--- src/rtl/vga_timing_gen.sv ---
// vga_timing_gen -- VGA raster timing generator.
//
// Purpose: divides clk down to a pixel rate and scans a pixel column (sx) and
// line (sy) counter over the whole frame. From these counters it derives
// display_enabled and the hsync/vsync pulses, with an optional register
// delay, plus per-pixel, per-line and per-frame strobes.
//
// Ports:
//   clk              single clock, rising edge
//   rst              synchronous active-high reset, dominates en
//   en               advance enable; low freezes counters and strobes
//   sx, sy           current pixel column / line (never delayed)
//   display_enabled  high inside the visible area (OUT_DELAY cycles late)
//   hsync, vsync     sync pulses at H_SYNC_POL / V_SYNC_POL (OUT_DELAY late)
//   pix_stb          one-cycle pulse per pixel advance
//   line_stb         pix_stb where sx == 0
//   frame_stb        pix_stb where sx == 0 and sy == 0
//   R, G, B          4-bit colour-bar test pattern, aligned to display_enabled
//                    (present only when VGA_TEST_PATTERN_EN is defined)
//
// Build option: define VGA_TEST_PATTERN_EN to add the R/G/B test pattern.

module vga_timing_gen #(
   parameter int  H_VISIBLE_AREA = 640,
   parameter int  H_FRONT_PORCH  = 16,
   parameter int  H_SYNC_PULSE   = 96,
   parameter int  H_BACK_PORCH   = 48,
   parameter int  V_VISIBLE_AREA = 480,
   parameter int  V_FRONT_PORCH  = 10,
   parameter int  V_SYNC_PULSE   = 2,
   parameter int  V_BACK_PORCH   = 33,
   parameter bit  H_SYNC_POL     = 1'b0,
   parameter bit  V_SYNC_POL     = 1'b0,
   parameter int  PIX_DIV        = 1,
   parameter int  OUT_DELAY      = 0,
   localparam int H_WHOLE_LINE   = H_VISIBLE_AREA + H_FRONT_PORCH + H_SYNC_PULSE + H_BACK_PORCH,
   localparam int V_WHOLE_LINE   = V_VISIBLE_AREA + V_FRONT_PORCH + V_SYNC_PULSE + V_BACK_PORCH,
   localparam int H_ADDR_WIDTH   = $clog2(H_WHOLE_LINE),
   localparam int V_ADDR_WIDTH   = $clog2(V_WHOLE_LINE)
) (
   input  logic                    clk,
   input  logic                    rst,
   input  logic                    en,
   output logic [H_ADDR_WIDTH-1:0] sx,
   output logic [V_ADDR_WIDTH-1:0] sy,
   output logic                    display_enabled,
   output logic                    hsync,
   output logic                    vsync,
   output logic                    pix_stb,
   output logic                    line_stb,
   output logic                    frame_stb
`ifdef VGA_TEST_PATTERN_EN
   ,
   output logic [3:0]              R,
   output logic [3:0]              G,
   output logic [3:0]              B
`endif
);

   // PIX_DIV = 1 still needs a 1-bit divider register; it simply stays 0.
   localparam int DIV_W = (PIX_DIV > 1) ? $clog2(PIX_DIV) : 1;
   localparam logic [DIV_W-1:0]        DIV_MAX  = DIV_W'(PIX_DIV - 1);
   localparam logic [H_ADDR_WIDTH-1:0] SX_MAX   = H_ADDR_WIDTH'(H_WHOLE_LINE - 1);
   localparam logic [V_ADDR_WIDTH-1:0] SY_MAX   = V_ADDR_WIDTH'(V_WHOLE_LINE - 1);
   localparam logic [H_ADDR_WIDTH-1:0] SX_VIS   = H_ADDR_WIDTH'(H_VISIBLE_AREA);
   localparam logic [V_ADDR_WIDTH-1:0] SY_VIS   = V_ADDR_WIDTH'(V_VISIBLE_AREA);
   localparam logic [H_ADDR_WIDTH-1:0] HS_FIRST = H_ADDR_WIDTH'(H_VISIBLE_AREA + H_FRONT_PORCH);
   localparam logic [H_ADDR_WIDTH-1:0] HS_LAST  = H_ADDR_WIDTH'(H_VISIBLE_AREA + H_FRONT_PORCH + H_SYNC_PULSE - 1);
   localparam logic [V_ADDR_WIDTH-1:0] VS_FIRST = V_ADDR_WIDTH'(V_VISIBLE_AREA + V_FRONT_PORCH);
   localparam logic [V_ADDR_WIDTH-1:0] VS_LAST  = V_ADDR_WIDTH'(V_VISIBLE_AREA + V_FRONT_PORCH + V_SYNC_PULSE - 1);

`ifdef VGA_TEST_PATTERN_EN
   localparam int TW = 15;
   localparam logic [TW-1:0] TIM_IDLE = {1'b0, ~H_SYNC_POL, ~V_SYNC_POL, 12'h000};
`else
   localparam int TW = 3;
   localparam logic [TW-1:0] TIM_IDLE = {1'b0, ~H_SYNC_POL, ~V_SYNC_POL};
`endif

   logic [DIV_W-1:0]        div_q, div_d;
   logic [H_ADDR_WIDTH-1:0] sx_q, sx_d;
   logic [V_ADDR_WIDTH-1:0] sy_q, sy_d;
   logic                    pix_adv;
   logic                    de_u, hs_act, vs_act;
   logic [TW-1:0]           tim_u, tim_o;

   // Counters: the divider free-runs while enabled; sx/sy move only on a
   // pixel advance and wrap exactly at the last column / line.
   always_comb begin
      pix_adv = en && !rst && (div_q == DIV_MAX);
      div_d   = div_q;
      sx_d    = sx_q;
      sy_d    = sy_q;
      if (en) begin
         div_d = (div_q == DIV_MAX) ? '0 : div_q + 1'b1;
      end
      if (pix_adv) begin
         if (sx_q == SX_MAX) begin
            sx_d = '0;
            sy_d = (sy_q == SY_MAX) ? '0 : sy_q + 1'b1;
         end else begin
            sx_d = sx_q + 1'b1;
         end
      end
   end

   always_ff @(posedge clk) begin
      if (rst) begin
         div_q <= '0;
         sx_q  <= '0;
         sy_q  <= '0;
      end else begin
         div_q <= div_d;
         sx_q  <= sx_d;
         sy_q  <= sy_d;
      end
   end

   assign sx        = sx_q;
   assign sy        = sy_q;
   assign pix_stb   = pix_adv;
   assign line_stb  = pix_adv && (sx_q == '0);
   assign frame_stb = pix_adv && (sx_q == '0) && (sy_q == '0);

   always_comb begin
      de_u   = (sx_q < SX_VIS) && (sy_q < SY_VIS);
      hs_act = (sx_q >= HS_FIRST) && (sx_q <= HS_LAST);
      vs_act = (sy_q >= VS_FIRST) && (sy_q <= VS_LAST);
   end

`ifdef VGA_TEST_PATTERN_EN
   // Eight equal bars across the visible width: bar = sx*8 / H_VISIBLE_AREA.
   localparam logic [H_ADDR_WIDTH+2:0] BAR_DIV = (H_ADDR_WIDTH + 3)'(H_VISIBLE_AREA);
   logic [H_ADDR_WIDTH+2:0] sx_x8;
   logic [2:0]              bar;
   logic [11:0]             rgb_u;

   always_comb begin
      sx_x8 = {sx_q, 3'b000};
      bar   = 3'(sx_x8 / BAR_DIV);
      rgb_u = de_u ? {{4{bar[0]}}, {4{bar[1]}}, {4{bar[2]}}} : 12'h000;
      tim_u = {de_u, hs_act ? H_SYNC_POL : ~H_SYNC_POL,
               vs_act ? V_SYNC_POL : ~V_SYNC_POL, rgb_u};
   end
`else
   always_comb begin
      tim_u = {de_u, hs_act ? H_SYNC_POL : ~H_SYNC_POL,
               vs_act ? V_SYNC_POL : ~V_SYNC_POL};
   end
`endif

   // Timing outputs share one delay line so the pattern stays aligned with
   // display_enabled. The line keeps shifting while en is low.
   generate
      if (OUT_DELAY == 0) begin : g_nodly
         assign tim_o = tim_u;
      end else begin : g_dly
         logic [TW-1:0] pipe_q [OUT_DELAY];
         logic [TW-1:0] pipe_d [OUT_DELAY];

         always_comb begin
            pipe_d[0] = tim_u;
            for (int i = 1; i < OUT_DELAY; i++) begin
               pipe_d[i] = pipe_q[i-1];
            end
         end

         always_ff @(posedge clk) begin
            for (int i = 0; i < OUT_DELAY; i++) begin
               pipe_q[i] <= rst ? TIM_IDLE : pipe_d[i];
            end
         end

         assign tim_o = pipe_q[OUT_DELAY-1];
      end
   endgenerate

`ifdef VGA_TEST_PATTERN_EN
   assign {display_enabled, hsync, vsync, R, G, B} = tim_o;
`else
   assign {display_enabled, hsync, vsync} = tim_o;
`endif

endmodule

--- config.mk ---
export PLATFORM = sky130hd
export DESIGN_NAME = vga_timing_gen
export DESIGN_NICKNAME = d
export VERILOG_FILES = /design/src/rtl/vga_timing_gen.sv
export SDC_FILE = /design/constraint.sdc
export NUM_CORES = 1
export LEC_CHECK = 0
export CORE_UTILIZATION = 28
export CTS_BUF_LIST = sky130_fd_sc_hd__clkbuf_16
export CTS_CLUSTER_DIAMETER = 30
export DETAILED_ROUTE_END_ITERATION = 8
export GPL_ROUTABILITY_DRIVEN = 0
export PLACE_DENSITY = 0.55
export REMOVE_ABC_BUFFERS = 1
export SLEW_MARGIN = 0
export SYNTH_ARGS = -nofsm -noshare
export SYNTH_HDL_FRONTEND = slang
export SYNTH_SLANG_ARGS = --single-unit
--- constraint.sdc ---
create_clock -name clk -period 4.5 [get_ports clk]
set_input_delay 0.9 -clock clk [delete_from_list [all_inputs] [get_ports clk]]
set_output_delay 0.9 -clock clk [all_outputs]
set_load 0.01 [all_outputs]
==> summary.txt, run 1 <==
CTS
--------------------------------------------------------------------------------
Buffers inserted by post-CTS timing repair                                     0
Clock Latency Late Sink                                                   250 ps
TritonCTS clock tree                                                        done
Total number of H-tree levels                                                  1
Total clock sinks                                                             20
Post-cts sizing count                                                          0
Maximum buffer depth of the clock tree                                         2
Hold bufs inserted after CTS                                                   0
Clock root buffer                                                      clkbuf_16
Clk slew on worst S/H paths                                                60 ps
Total clock buffers created by CTS                                             3

SETUP PATH
--------------------------------------------------------------------------------
Critical path startpoint category                                   primary input
Number of cells traversed by the worst register-to-register path               5
Maximum fanout along the worst path                                            7
Data arrival at the endpoint of the critical path                        2720 ps
Category of the critical setup timing path                          primary input to output pin
Flop-to-flop setup slack                                                 2620 ps
Element type at the critical path end                                 output pin
CP endpoint                                                            frame_stb
Critical path startpoint                                                      en
Worst EP required                                                        3600 ps
Worst reg2reg startpoint                                                   sx[0]
End of the worst register-to-register path                                 sy[4]

ROUTING
--------------------------------------------------------------------------------
Detailed-route wire length per cell                                      14.8 um
ANT nets after route                                                           0
Sum of routed wire length over all layers                                3.22 mm
Via count                                                                   1199
Routed via count divided by cell count                                      5.50
Iteration-0 DRC count of the detailed router                                  82
Remaining routing DRC violations                                               0
Number of iterations in the first detailed-routing pass                        4

DIE
--------------------------------------------------------------------------------
Effective utilization at floorplan                                         29.4%
Total I/O pin count                                                           29
Die Ht                                                                   67.3 um
Std cell rows                                                                 23
Die Span X                                                               67.3 um
Area enclosed by the die boundary                                     4530 sq um
Core ar.                                                              4060 sq um

FINISH
--------------------------------------------------------------------------------
Ant. Diodes                                                                    0
Fill cell instance count of the final layout                                 411
Final nets                                                                   176
Layout cell share with drive strength beyond 1                             7.74%
Area added between synthesis and finish                                    33.5%

STA
--------------------------------------------------------------------------------
Minimum clock period                                                     3620 ps
Worst-case headroom to the max-slew limit                                  62.3%
Tcrit/Tclk final                                                           80.4%
Total of endpoints with negative setup slack in the final report               0
Final Hold Vio Count                                                           0
Final clock skew                                                        0.732 ps
Setup repair after global routing missed its margin                           no
Slew Viols, Final                                                              0
Upper clock frequency limit                                              276 MHz
Slew at the pin closest to its max-slew limit                             561 ps
Final WS setup                                                            881 ps
Setup TNS after final layout                                                0 ps

WORST HOLD PATH
--------------------------------------------------------------------------------
Critical hold path startpoint                                              sy[8]
Worst hold-check path type                                          register to register

RUN STATUS
--------------------------------------------------------------------------------
Outcome                                                             finished, final reports clean

POWER AND IR DROP
--------------------------------------------------------------------------------
PD cells                                                             244 nW/um^2
Tot Pwr                                                                   389 uW
Leak                                                                 0.000509 uW
Worst vdd ir                                                          0.000106 V

GLOBAL ROUTE
--------------------------------------------------------------------------------
Initial antenna violation count                                                0
Number of global-route vias before repair                                   1142
Overall Global Routing Usage                                               15.4%
Global-route wire length before repair                                   5.26 mm
Maximum number of pins on one net before global-route repair                  22
Global route total overflow                                                    0

YOSYS
--------------------------------------------------------------------------------
Distinct cell type count after synthesis                                      42
Avg Inst Size Synth                                                   8.53 sq um
Synthesized flop and latch total                                              20
Share of synthesized flip-flops with an asynchronous set or reset             0%
Portion of the post-synthesis area used by sequential elements             33.5%
Yosys Warn Count                                                               0
Prevailing post-synth register cell                                      dfxtp_1
Mapped cell area                                                      1190 sq um
Gate count after technology mapping                                          140
Count of flip-flops with a built-in enable after synthesis                     0

PLACEMENT
--------------------------------------------------------------------------------
Port Buffer Count                                                             28
DP Worst Slack                                                            912 ps
Detailed placer's ending HPWL                                            2.33 mm

RUN
--------------------------------------------------------------------------------
Maximum Capacitance Violations                                                 0

worst min-delay path by stage:
stage | to | slack, ps | cells past startpoint
2_1_floorplan | sy[8] | 530 | 2
3_3_place_gp | sy[8] | 510 | 2
3_5_place_dp | sy[8] | 530 | 2
4_1_cts | sy[8] | 540 | 2
5_1_grt | sy[8] | 570 | 2
6_report | sy[8] | 540 | 2
kinds of logic (layout without fill, tap and decap cells):
| group | after synthesis | in the layout | share of synthesized area (%) |
|---|---|---|---|
| flops | 20 | 20 | 33.5 |
| compound gates | 28 | 28 | 14.3 |
| xor+xnor | 8 | 8 | 5.86 |
| buf+inv | 14 | 42 | 5.24 |
| fa+ha+maj | 4 | 4 | 4.19 |
| simple gates | 66 | 66 | 36.9 |
metal layers:
metal	track usage, %	vias up	share of wire [%]
met2	27.5	42	48
li1	-	587	-
met3	3.55	2	6.8
met5	0	-	0
met1	18.1	568	45
met4	4.79	0	0.37
sequential cells by signal (all words and copies together) (netlist names):
| register | cells |
|---|---|
| sy | 10 |
| sx | 10 |
cells in the mapped netlist, types with 4 or more instances:
| cell type | count | area share (%) |
|---|---|---|
| a21oi_1 | 10 | 4.2 |
| dfxtp_1 | 20 | 34 |
| ha_1 | 4 | 4.2 |
| inv_1 | 8 | 2.5 |
| nand2_1 | 8 | 2.5 |
| nand3_1 | 6 | 2.5 |
| nand4_1 | 6 | 3.1 |
| nor3_1 | 12 | 5.0 |
| o21ai_0 | 7 | 2.9 |
| or4_1 | 5 | 3.1 |
| xnor2_1 | 4 | 2.9 |
| xor2_1 | 4 | 2.9 |
stage by stage:
| step | hold WS, ps | instances | util [%] | area, sq um |
|---|---|---|---|---|
| global route | 571 | 218 | 39.3 | 1600 |
| global placement | 509 | 214 | 37.4 | 1520 |
| finish | 537 | 218 | 39.3 | 1600 |
| CTS | 543 | 218 | 39.3 | 1600 |
| detailed placement | 534 | 214 | 37.4 | 1520 |
| floorplan | 526 | 135 | - | 1170 |
layout by cell type, fill, tap and decap left out, types with 2 or more instances in the layout:
master / n
clkbuf_16: 3
nand2_1: 8
nor4_1: 2
nor4b_1: 2
nand4_1: 6
xor2_1: 4
or3_1: 3
dfxtp_1: 20
a31oi_1: 2
inv_1: 8
nor2b_1: 3
ha_1: 4
a21oi_1: 10
nor3_1: 12
xnor2_1: 4
nand3_1: 6
o21ai_0: 7
and4_1: 3
clkdlybuf4s50_1: 28
or4_1: 5
nor2_1: 3
and4b_1: 2
o31ai_1: 3
cell type report:
type	count	area [sq um]	share of cell area, %
tap	50	62.6	3.92
sequential	20	400	25.1
multi-input combinational	106	732	45.9
inverter	9	33.8	2.12
clock inverter	1	3.75	0.235
clock buffer	3	75.1	4.71
timing repair buffer	29	288	18.0
report_power, final:
group / switching (uW) / internal, uW
clock: 66.4 / 118
sequential: 2.47 / 179
combinational: 11.9 / 11.8
total: 80.7 / 309
worst max-delay path, cell delays in order:
cell and delay [ps]:
clkdlybuf4s50_1 550, nand2b_1 170, inv_2 150, and4_1 230, and4_1 180, clkdlybuf4s50_1 530
No activity file was read; power rests on OpenSTA's default activity.
==> run 2, diff against run 1 <==
==> constraint.sdc (replaced) <==
create_clock -name clk -period 3.7 [get_ports clk]
set_input_delay 0.74 -clock clk [delete_from_list [all_inputs] [get_ports clk]]
set_output_delay 0.74 -clock clk [all_outputs]
set_load 0.01 [all_outputs]
==> summary.txt, run 2 (synthesized netlist as in run 1, its figures left out) <==
RUN STATUS
-------------------------------------------------------------------------------
Outcome                                                            finished, final reports clean

CTS
-------------------------------------------------------------------------------
Buffers inserted by post-CTS timing repair                                    0
Post-cts sizing count                                                         0
Clock Latency Late Sink                                                  250 ps
Clock root buffer                                                     clkbuf_16
Total clock sinks                                                            20
Maximum buffer depth of the clock tree                                        2
Clk slew on worst S/H paths                                               50 ps
Total number of H-tree levels                                                 1
TritonCTS clock tree                                                       done
Hold bufs inserted after CTS                                                  0
Total clock buffers created by CTS                                            3

STA
-------------------------------------------------------------------------------
Setup TNS after final layout                                               0 ps
Setup repair after global routing missed its margin                          no
Fin Hold WS                                                              531 ps
Final WS setup                                                           348 ps
Final Hold Vio Count                                                          0
Tcrit/Tclk final                                                          90.6%
Final clock skew                                                        2.95 ps
Upper clock frequency limit                                             298 MHz
Slew Viols, Final                                                             0
Worst-case headroom to the max-slew limit                                 65.3%
Slew at the pin closest to its max-slew limit                            516 ps
Minimum clock period                                                    3350 ps
Total of endpoints with negative setup slack in the final report              0

GLOBAL ROUTE
-------------------------------------------------------------------------------
Overall Global Routing Usage                                              14.6%
Maximum number of pins on one net before global-route repair                 22
Number of global-route vias before repair                                  1077
Global route total overflow                                                   0
Global-route wire length before repair                                  5.05 mm
Initial antenna violation count                                               0

DIE
-------------------------------------------------------------------------------
Std cell rows                                                                23
Total I/O pin count                                                          29
Area enclosed by the die boundary                                    4530 sq um
Effective utilization at floorplan                                        29.4%
Die Ht                                                                  67.3 um
Core ar.                                                             4060 sq um
Die Span X                                                              67.3 um

ROUTING
-------------------------------------------------------------------------------
Via count                                                                  1188
Number of iterations in the first detailed-routing pass                       4
Sum of routed wire length over all layers                               3.16 mm
Routed via count divided by cell count                                     5.47
Iteration-0 DRC count of the detailed router                                106
ANT nets after route                                                          0
Detailed-route wire length per cell                                     14.6 um
Remaining routing DRC violations                                              0

POWER AND IR DROP
-------------------------------------------------------------------------------
Tot Pwr                                                                  465 uW
Total net switching power                                               91.2 uW
Leak                                                                0.000508 uW
Proportion of power drawn by the clock network                            46.4%
Switching fraction of total power                                         19.6%
Combinational share of power                                               6.2%
Internal power summed over all cells                                     374 uW
PD cells                                                            292 nW/um^2
Worst vdd ir                                                         0.000144 V
Part of the total power dissipated in sequential elements                 47.3%

FINISH
-------------------------------------------------------------------------------
Most common library cell in the layout ignoring fill and taps      clkdlybuf4s50_1
Layout cell share with drive strength beyond 1                            7.78%
Final nets                                                                  176
Ant. Diodes                                                                   0
Commonest non-fill, non-tap cells in the layout                    clkdlybuf4s50_1, dfxtp_1, nor3_1
Area added between synthesis and finish                                   33.2%

SETUP PATH
-------------------------------------------------------------------------------
Maximum fanout along the worst path                                           7
Element type at the critical path end                                output pin
Data arrival at the endpoint of the critical path                       2610 ps
Critical path startpoint category                                  primary input
Category of the critical setup timing path                         primary input to output pin
Worst EP required                                                       2960 ps

PLACEMENT
-------------------------------------------------------------------------------
DP Worst Slack                                                           371 ps
Detailed placer's ending HPWL                                           2.30 mm
Port Buffer Count                                                            28

WORST HOLD PATH
-------------------------------------------------------------------------------
Worst hold-check path type                                         register to register

RUN
-------------------------------------------------------------------------------
Maximum Capacitance Violations                                                0

run 2: changes by cell type in the layout (fill, tap and decap cells not counted):
cell	previous run	this run
clkinv_1	1	0
run 2: path summary, 6_finish.rpt:
kind,to,cells after the start,slack (ps),from
worst max-delay path,frame_stb,6,350,en
worst max register to register,sy[8],6,1800,sy[0]
worst min-delay path,sy[8],2,530,sy[8]
worst min register to register,sy[8],2,530,sy[8]
run 2: routing by layer:
| layer | up-vias | share of wire (%) | routed length, um | global-route usage [%] |
|---|---|---|---|---|
| met5 | - | 0 | 0 | 0 |
| met4 | 0 | 0 | 0 | 2.39 |
| met3 | 0 | 5.0 | 157 | 2.53 |
| met2 | 30 | 46 | 1460 | 23.6 |
| met1 | 579 | 49 | 1540 | 20.4 |
| li1 | 579 | - | - | - |
run 2: cell type report:
cell class	instances	area (sq um)
fill	417	2470
multi-input combinational	106	732
sequential	20	400
timing repair buffer	29	288
clock buffer	3	75.1
tap	50	62.6
inverter	9	33.8
run 2: through the flow:
stage / instances / cell area [sq um] / util [%]
after global routing: 217 / 1590 / 39.2
final: 217 / 1590 / 39.2
after CTS: 217 / 1590 / 39.2
after floorplan: 135 / 1170 / -
after global placement: 214 / 1520 / 37.4
after detailed placement: 214 / 1520 / 37.4
run 2: power by group through the flow:
stage,Clock [uW],Sequential (uW),Combinational [uW]
3_3_place_gp,0,225,28.6
2_1_floorplan,0,225,10.7
6_report,216,220,29.0
4_1_cts,222,220,29.2
5_1_grt,231,220,31.7
3_5_place_dp,0,225,28.9
run 2: critical path: stages:
cell and delay (ps):
clkdlybuf4s50_1 560, nand2b_1 180, inv_2 160, and4_1 240, and4_1 190, clkdlybuf4s50_1 530
